$ cat config.mk
export PLATFORM = sky130hd
export DESIGN_NAME = deco_7seg_multiplex
export DESIGN_NICKNAME = d
export VERILOG_FILES = /design/src/rtl/deco_7seg_pkg.sv /design/src/rtl/deco_7seg_multiplex_hex_a_7seg.sv /design/src/rtl/deco_7seg_multiplex.sv
export SDC_FILE = /design/constraint.sdc
export NUM_CORES = 1
export LEC_CHECK = 0
export BUFFER_PORTS_ARGS = -buffer_cell sky130_fd_sc_hd__buf_2
export CAP_MARGIN = 20
export CORE_UTILIZATION = 53
export DETAILED_ROUTE_END_ITERATION = 8
export PLACE_DENSITY = 0.76
export SETUP_SLACK_MARGIN = 0.02
export SYNTH_ARGS = -nofsm -noshare
export SYNTH_HDL_FRONTEND = slang
export SYNTH_SLANG_ARGS = --single-unit
$ cat constraint.sdc
create_clock -name i_Clk -period 2.45 [get_ports i_Clk]
set_clock_uncertainty 0.15 [all_clocks]
set_input_delay 0 -clock i_Clk [delete_from_list [all_inputs] [get_ports i_Clk]]
set_output_delay 0 -clock i_Clk [all_outputs]
set_load 0.05 [all_outputs]
$ cat src/rtl/deco_7seg_pkg.sv
// Shared constants and helpers for the multiplexed 7-segment driver.
// Font patterns are stored active-low (0 = segment lit), bit6..bit0 = a..g.
package deco_7seg_pkg;

   localparam logic [6:0] FONT [16] = '{
      7'b0000001,  // 0
      7'b1001111,  // 1
      7'b0010010,  // 2
      7'b0000110,  // 3
      7'b1001100,  // 4
      7'b0100100,  // 5
      7'b0100000,  // 6
      7'b0001111,  // 7
      7'b0000000,  // 8
      7'b0001100,  // 9
      7'b0001000,  // A
      7'b1100000,  // b
      7'b0110001,  // C
      7'b1000010,  // d
      7'b0110000,  // E
      7'b0111000   // F
   };

   // All segments dark, active-low encoding.
   localparam logic [6:0] SEG_OFF = 7'b1111111;

   // Converts an active-low pattern into the pin polarity of the board.
   function automatic logic [6:0] seg_polarity(input logic [6:0] seg_n,
                                               input logic       active_low);
      return active_low ? seg_n : ~seg_n;
   endfunction

endpackage

$ cat src/rtl/deco_7seg_multiplex_hex_a_7seg.sv
// Hex nibble to active-low 7-segment pattern, purely combinational.
module hex_a_7seg
   import deco_7seg_pkg::*;
(
   input  logic [3:0] i_Nibble,
   output logic [6:0] o_Seg_N
);

   assign o_Seg_N = FONT[i_Nibble];

endmodule

$ cat src/rtl/deco_7seg_multiplex.sv
// Time-multiplexed 7-segment driver. A prescaler slices time into digit
// slots; the digit index walks the slots. New data is held in a pending
// register and copied to the display register only at a frame boundary so a
// frame never mixes two values. Every pin is registered.
//
// Load handshake (valid/ready): i_Load is the valid. A transfer happens on a
// rising edge where i_Load=1 and o_Ready=1. o_Ready drops the next cycle and
// stays low while data is pending; i_Load while o_Ready=0 has no effect.
// o_Ready returns to 1 the cycle after the frame boundary that commits it.
module deco_7seg_multiplex
   import deco_7seg_pkg::*;
#(
   parameter int N_DIGITS       = 4,
   parameter int REFRESH_DIV    = 50000,
   parameter int GHOST_GUARD    = 2,
   parameter bit SEG_ACTIVE_LOW = 1'b1,
   parameter bit AN_ACTIVE_LOW  = 1'b1
)(
   input  logic                  i_Clk,
   input  logic                  i_Rst,
   input  logic [4*N_DIGITS-1:0] i_Value,
   input  logic [N_DIGITS-1:0]   i_Dp,
   input  logic                  i_Lz_En,
   input  logic                  i_Load,
   output logic                  o_Ready,
   output logic [6:0]            o_Segments,
   output logic                  o_Dp,
   output logic [N_DIGITS-1:0]   o_Anodes
);

   localparam int PW = $clog2(REFRESH_DIV);
   localparam int IW = (N_DIGITS > 1) ? $clog2(N_DIGITS) : 1;
   localparam logic [N_DIGITS-1:0] AN_OFF = AN_ACTIVE_LOW ? {N_DIGITS{1'b1}} : {N_DIGITS{1'b0}};
   localparam logic                DP_OFF = SEG_ACTIVE_LOW;

   logic [PW-1:0]         r_Presc;
   logic [IW-1:0]         r_Idx;
   logic                  r_Pend_Valid;
   logic [4*N_DIGITS-1:0] r_Pend_Value;
   logic [N_DIGITS-1:0]   r_Pend_Dp;
   logic                  r_Pend_Lz;
   logic [4*N_DIGITS-1:0] r_Disp_Value;
   logic [N_DIGITS-1:0]   r_Disp_Dp;
   logic                  r_Disp_Lz;

   logic                  w_Tc;
   logic                  w_Boundary;
   logic [3:0]            w_Nibble;
   logic                  w_Dp_Sel;
   logic                  w_Blank_Sel;
   logic [N_DIGITS-1:0]   w_Onehot;
   logic [6:0]            w_Font_N;
   logic                  w_Lit;

   assign w_Tc       = (r_Presc == PW'(REFRESH_DIV - 1));
   assign w_Boundary = w_Tc && (r_Idx == IW'(N_DIGITS - 1));
   assign o_Ready    = ~r_Pend_Valid;

   // Prescaler and digit index: the index steps once per terminal count.
   always_ff @(posedge i_Clk or posedge i_Rst) begin
      if (i_Rst) begin
         r_Presc <= '0;
         r_Idx   <= '0;
      end else if (w_Tc) begin
         r_Presc <= '0;
         r_Idx   <= (r_Idx == IW'(N_DIGITS - 1)) ? '0 : r_Idx + IW'(1);
      end else begin
         r_Presc <= r_Presc + PW'(1);
      end
   end

   // Pending capture and frame-boundary commit. The two branches cannot both
   // apply, so a load accepted on a boundary waits for the next one.
   always_ff @(posedge i_Clk or posedge i_Rst) begin
      if (i_Rst) begin
         r_Pend_Valid <= 1'b0;
         r_Pend_Value <= '0;
         r_Pend_Dp    <= '0;
         r_Pend_Lz    <= 1'b0;
         r_Disp_Value <= '0;
         r_Disp_Dp    <= '0;
         r_Disp_Lz    <= 1'b0;
      end else if (r_Pend_Valid) begin
         if (w_Boundary) begin
            r_Disp_Value <= r_Pend_Value;
            r_Disp_Dp    <= r_Pend_Dp;
            r_Disp_Lz    <= r_Pend_Lz;
            r_Pend_Valid <= 1'b0;
         end
      end else if (i_Load) begin
         r_Pend_Value <= i_Value;
         r_Pend_Dp    <= i_Dp;
         r_Pend_Lz    <= i_Lz_En;
         r_Pend_Valid <= 1'b1;
      end
   end

   // Select the current digit's nibble, dp bit, blanking and anode bit.
   // Blanking walks from the most significant digit down while nibbles are 0.
   always_comb begin
      logic v_Zero_Run;
      w_Nibble    = 4'h0;
      w_Dp_Sel    = 1'b0;
      w_Blank_Sel = 1'b0;
      w_Onehot    = '0;
      v_Zero_Run  = 1'b1;
      for (int k = N_DIGITS - 1; k >= 0; k--) begin
         v_Zero_Run = v_Zero_Run && (r_Disp_Value[4*k +: 4] == 4'h0);
         if (r_Idx == IW'(k)) begin
            w_Nibble    = r_Disp_Value[4*k +: 4];
            w_Dp_Sel    = r_Disp_Dp[k];
            w_Blank_Sel = r_Disp_Lz && v_Zero_Run && (k != 0);
            w_Onehot[k] = 1'b1;
         end
      end
   end

   hex_a_7seg u_hex_a_7seg (
      .i_Nibble (w_Nibble),
      .o_Seg_N  (w_Font_N)
   );

   assign w_Lit = (r_Presc >= PW'(GHOST_GUARD)) && !w_Blank_Sel;

   // Output pins: lit digit outside the guard interval, otherwise all dark.
   always_ff @(posedge i_Clk or posedge i_Rst) begin
      if (i_Rst) begin
         o_Anodes   <= AN_OFF;
         o_Segments <= seg_polarity(SEG_OFF, SEG_ACTIVE_LOW);
         o_Dp       <= DP_OFF;
      end else if (w_Lit) begin
         o_Anodes   <= AN_ACTIVE_LOW ? ~w_Onehot : w_Onehot;
         o_Segments <= seg_polarity(w_Font_N, SEG_ACTIVE_LOW);
         o_Dp       <= SEG_ACTIVE_LOW ? ~w_Dp_Sel : w_Dp_Sel;
      end else begin
         o_Anodes   <= AN_OFF;
         o_Segments <= seg_polarity(SEG_OFF, SEG_ACTIVE_LOW);
         o_Dp       <= DP_OFF;
      end
   end

endmodule
==> summary.txt <==
Run status
  – Outcome: completed

Worst setup path
  – Arrival @ worst endpoint: 2.40 ns
  – R2r worst-path depth: 7
  – CP delay by family, top: compound AO/OA/AOI/OAI gates
  – Critical-path cell list: inv_1 > ha_2 > or4b_1 > a2111oi_1 > o211ai_1 > o21a_2 > o211ai_1
  – Slowest Stage Delay on Critical Path: 0.48 ns
  – Top cell by count, worst path: o211ai_1
  – Worst R2R End: o_Segments[4]$_DFF_PP1_
  – Buf+Inv Stages, Crit Path: 1
  – CP max stage cell: or4b_1
  – CP max FO: 11
  – WP data required: 2.58 ns
  – Crit path kind: flip-flop to flip-flop
  – Worst r2r src: r_Idx[0]$_DFFE_PP0N_
  – Startpoint Class: flip-flop
  – Register-to-register setup slack: 0.17 ns
  – Crit end category: flip-flop

Clock network
  – H-tree levels: 3
  – Worst-path clk slew: 0.08 ns
  – CTS root buffer: clkbuf_8
  – Num CTS Buffers: 9
  – Worst-Skew Late Latency: 0.35 ns
  – CTS tree: done
  – Post CTS Setup Buffer Count: 0
  – CTS max path bufs: 2
  – CTS Sinks: 73

Synthesis
  – Ys flop type: dfrtp_1
  – Synth Instances: 281
  – Mapped Nets: 317
  – Avg Cell Area, Syn: 12.2 sq um
  – Asr flop ratio synth: 100%
  – Post-synth EDFFs: 0
  – Register area share after synthesis: 53.6%
  – Seq cells post-synth: 73
  – Post-synth cell types: 41
  – Synth Warn #: 0
  – Synthesized cell area: 3440 sq um

Pwr
  – Comb power frac: 5.2%
  – Psw: 513 uW
  – Leakage: 2.01 nW
  – Switching part of the total: 23.0%
  – Clk pwr share: 37.8%
  – Int Power: 1.72 mW
  – VDD IR max: 0.000574 V
  – Final Power: 2.23 mW
  – PwrDens: 534 nW/um^2
  – Sequential share of power: 57.1%

Floorplanning
  – Die Span Y: 82.5 microns
  – Die ar.: 6810 sq um
  – Io pins: 37
  – Rows: 28
  – Core ar.: 6100 sq um
  – Starting density of the core: 56.4%
  – DIE WIDTH: 82.5 microns

Drt
  – Final ANT Viol Nets: 0
  – DR iter-0 viols: 78
  – Via count: 2,219
  – Wire per inst: 14.3 microns
  – DRT Pass-1 Iters: 4
  – Vias/cell: 5.16
  – Final WL: 6150 microns
  – DRC: 0

GRT
  – Initial antenna violation count: 0
  – First-pass GRT wire length: 10,200 microns
  – Vias in the first global route: 2,158
  – Pin count of the biggest net entering global routing: 32
  – Total grt overflow: 0
  – Overall Global Routing Usage: 21.0%

Timing
  – Slew margin rel.: 73.0%
  – Sum Neg Setup Slack: 0 ns
  – Final setup viols: 0
  – FMAX: 0.439 GHz
  – Hold slack: 0.0216 ns
  – Slew at the pin closest to its max-slew limit: 0.404 ns
  – Crit path time final: 2.28 ns
  – Final Slew Violations: 0
  – Period utilisation layout: 92.9%
  – Final Hold Vio Count: 0

Flow run
  – Maxcap violations: 0

Placement
  – Instance area after placement: 3750 sq um
  – DP HPWL: 4280 microns
  – Gp weighted congestion: 0.827
  – Port bufs: 36

Finish
  – Final Util: 68.6%
  – Layout cells sized above 1: 36.6%
  – N_diodes: 0
  – Area delta synth->final: 21.6%
  – Post-route cell area: 4180 sq um
  – Final nets: 386

Worst hold path
  – Worst hold path class: input port to asynchronous set/reset pin
-- worst max path at each step --
stage / from / endpoint / slack, ns / cells past startpoint
finish: r_Idx[0]$_DFFE_PP0N_ / o_Segments[4]$_DFF_PP1_ / 0.17 / 7
global route: r_Idx[0]$_DFFE_PP0N_ / o_Segments[6]$_DFF_PP1_ / -0.002 / 9
CTS: r_Idx[0]$_DFFE_PP0N_ / o_Anodes[3]$_DFF_PP1_ / 0.03 / 7
detailed placement: r_Idx[0]$_DFFE_PP0N_ / o_Anodes[3]$_DFF_PP1_ / 0.05 / 7
global placement: r_Idx[0]$_DFFE_PP0N_ / o_Anodes[2]$_DFF_PP1_ / 0.17 / 7
floorplan: r_Idx[0]$_DFFE_PP0N_ / o_Segments[3]$_DFF_PP1_ / 0.05 / 10
-- state kept, by name (all words and copies together), names as in the netlist, 2 cells and up --
name	count
r_Presc	16
o_Anodes	4
o_Segments	7
r_Pend_Value	16
r_Idx	2
r_Pend_Dp	4
r_Disp_Dp	4
r_Disp_Value	16
-- power by group through the flow --
stage / clock [mW] / combinational, mW / sequential, mW
6_report: 0.843 / 0.115 / 1.27
5_1_grt: 0.911 / 0.129 / 1.28
4_1_cts: 0.874 / 0.116 / 1.27
3_5_place_dp: 0 / 0.0886 / 1.30
2_1_floorplan: 0 / 0.0580 / 1.29
3_3_place_gp: 0 / 0.0843 / 1.30
-- synth_stat cells (3+ instances only) --
master	count	area share, %
a21oi_1	7	1.0
buf_2	4	0.58
clkbuf_1	5	0.55
dfrtp_1	61	44
dfstp_2	12	9.2
ha_1	12	4.4
inv_1	14	1.5
mux2_2	23	7.5
mux2_4	19	8.3
nand2_1	21	2.3
nand3_1	9	1.3
nand3b_1	5	1.1
nand4_1	4	0.73
nor2_1	17	1.9
nor2b_1	5	0.91
nor3_1	3	0.44
nor3b_1	4	0.87
nor4_1	3	0.55
o211ai_1	4	0.87
o21ai_0	7	1.0
xnor2_1	5	1.3
xor2_1	8	2.0
-- worst min-delay path, cell delays in order --
cell	delay (ns)
dlygate4sd3_1	0.53
buf_2	0.12
inv_2	0.30
-- cells in the final DEF, fill, tap and decap left out, types with 3 or more instances in the layout --
master,netlist,layout
a21oi_1,7,7
buf_2,4,36
buf_4,0,10
clkbuf_8,0,10
dfrtp_1,61,61
dfstp_2,12,12
dlygate4sd3_1,0,23
ha_1,12,9
ha_2,0,3
inv_1,14,13
mux2_2,23,23
mux2_4,19,19
nand2_1,21,21
nand3_1,9,9
nand3b_1,5,5
nand4_1,4,4
nor2_1,17,17
nor2b_2,0,3
nor3_1,3,3
nor3b_1,4,4
nor4_1,3,3
o211ai_1,4,4
o21ai_0,7,7
xnor2_1,5,5
xor2_1,8,8
-- metrics by stage --
stage	cells	worst slack, ns
2_1_floorplan	281	0.0523
3_3_place_gp	391	0.165
3_5_place_dp	391	0.0510
4_1_cts	430	0.0304
5_1_grt	430	-0.00243
6_report	430	0.173
-- cell type report --
type                    count  area, sq um
well taps                  75         93.8
repair buffers             70          505
clock buffers              10          138
multi-input cells         182         1510
fillers                   445         1910
flip-flops and latches     73         1840
clock inverters             6         42.5
inverters                  14         52.6
-- cell families (layout without fill, tap and decap cells) --
kind of cell             Yosys count  in the layout  synth area share (%)
AND/OR/NAND/NOR                   82             82                  12.8
adder cells (fa/ha/maj)           12             12                  4.37
multiplexers                      44             44                  16.4
buffers and inverters             26            100                  3.42
XOR/XNOR                          13             13                  3.31
AO/OA/AOI/OAI                     31             31                  6.15
flip-flops                        73             73                  53.6
-- timing repair --
action,in CTS,in global routing
hold buffers,23,0
gates resized for setup,0,8
setup endpoints to repair,0,11
endpoints found under the hold margin,83,0
-- routing by layer --
metal / wire length [microns] / GRT usage [%] / up-vias
li1: - / - / 1119
met1: 2900 / 26.9 / 1045
met2: 2890 / 31.9 / 42
met3: 211 / 6.26 / 13
met4: 147 / 11.4 / 0
met5: 0 / 0 / -
Power figures use the tool's default switching activity.
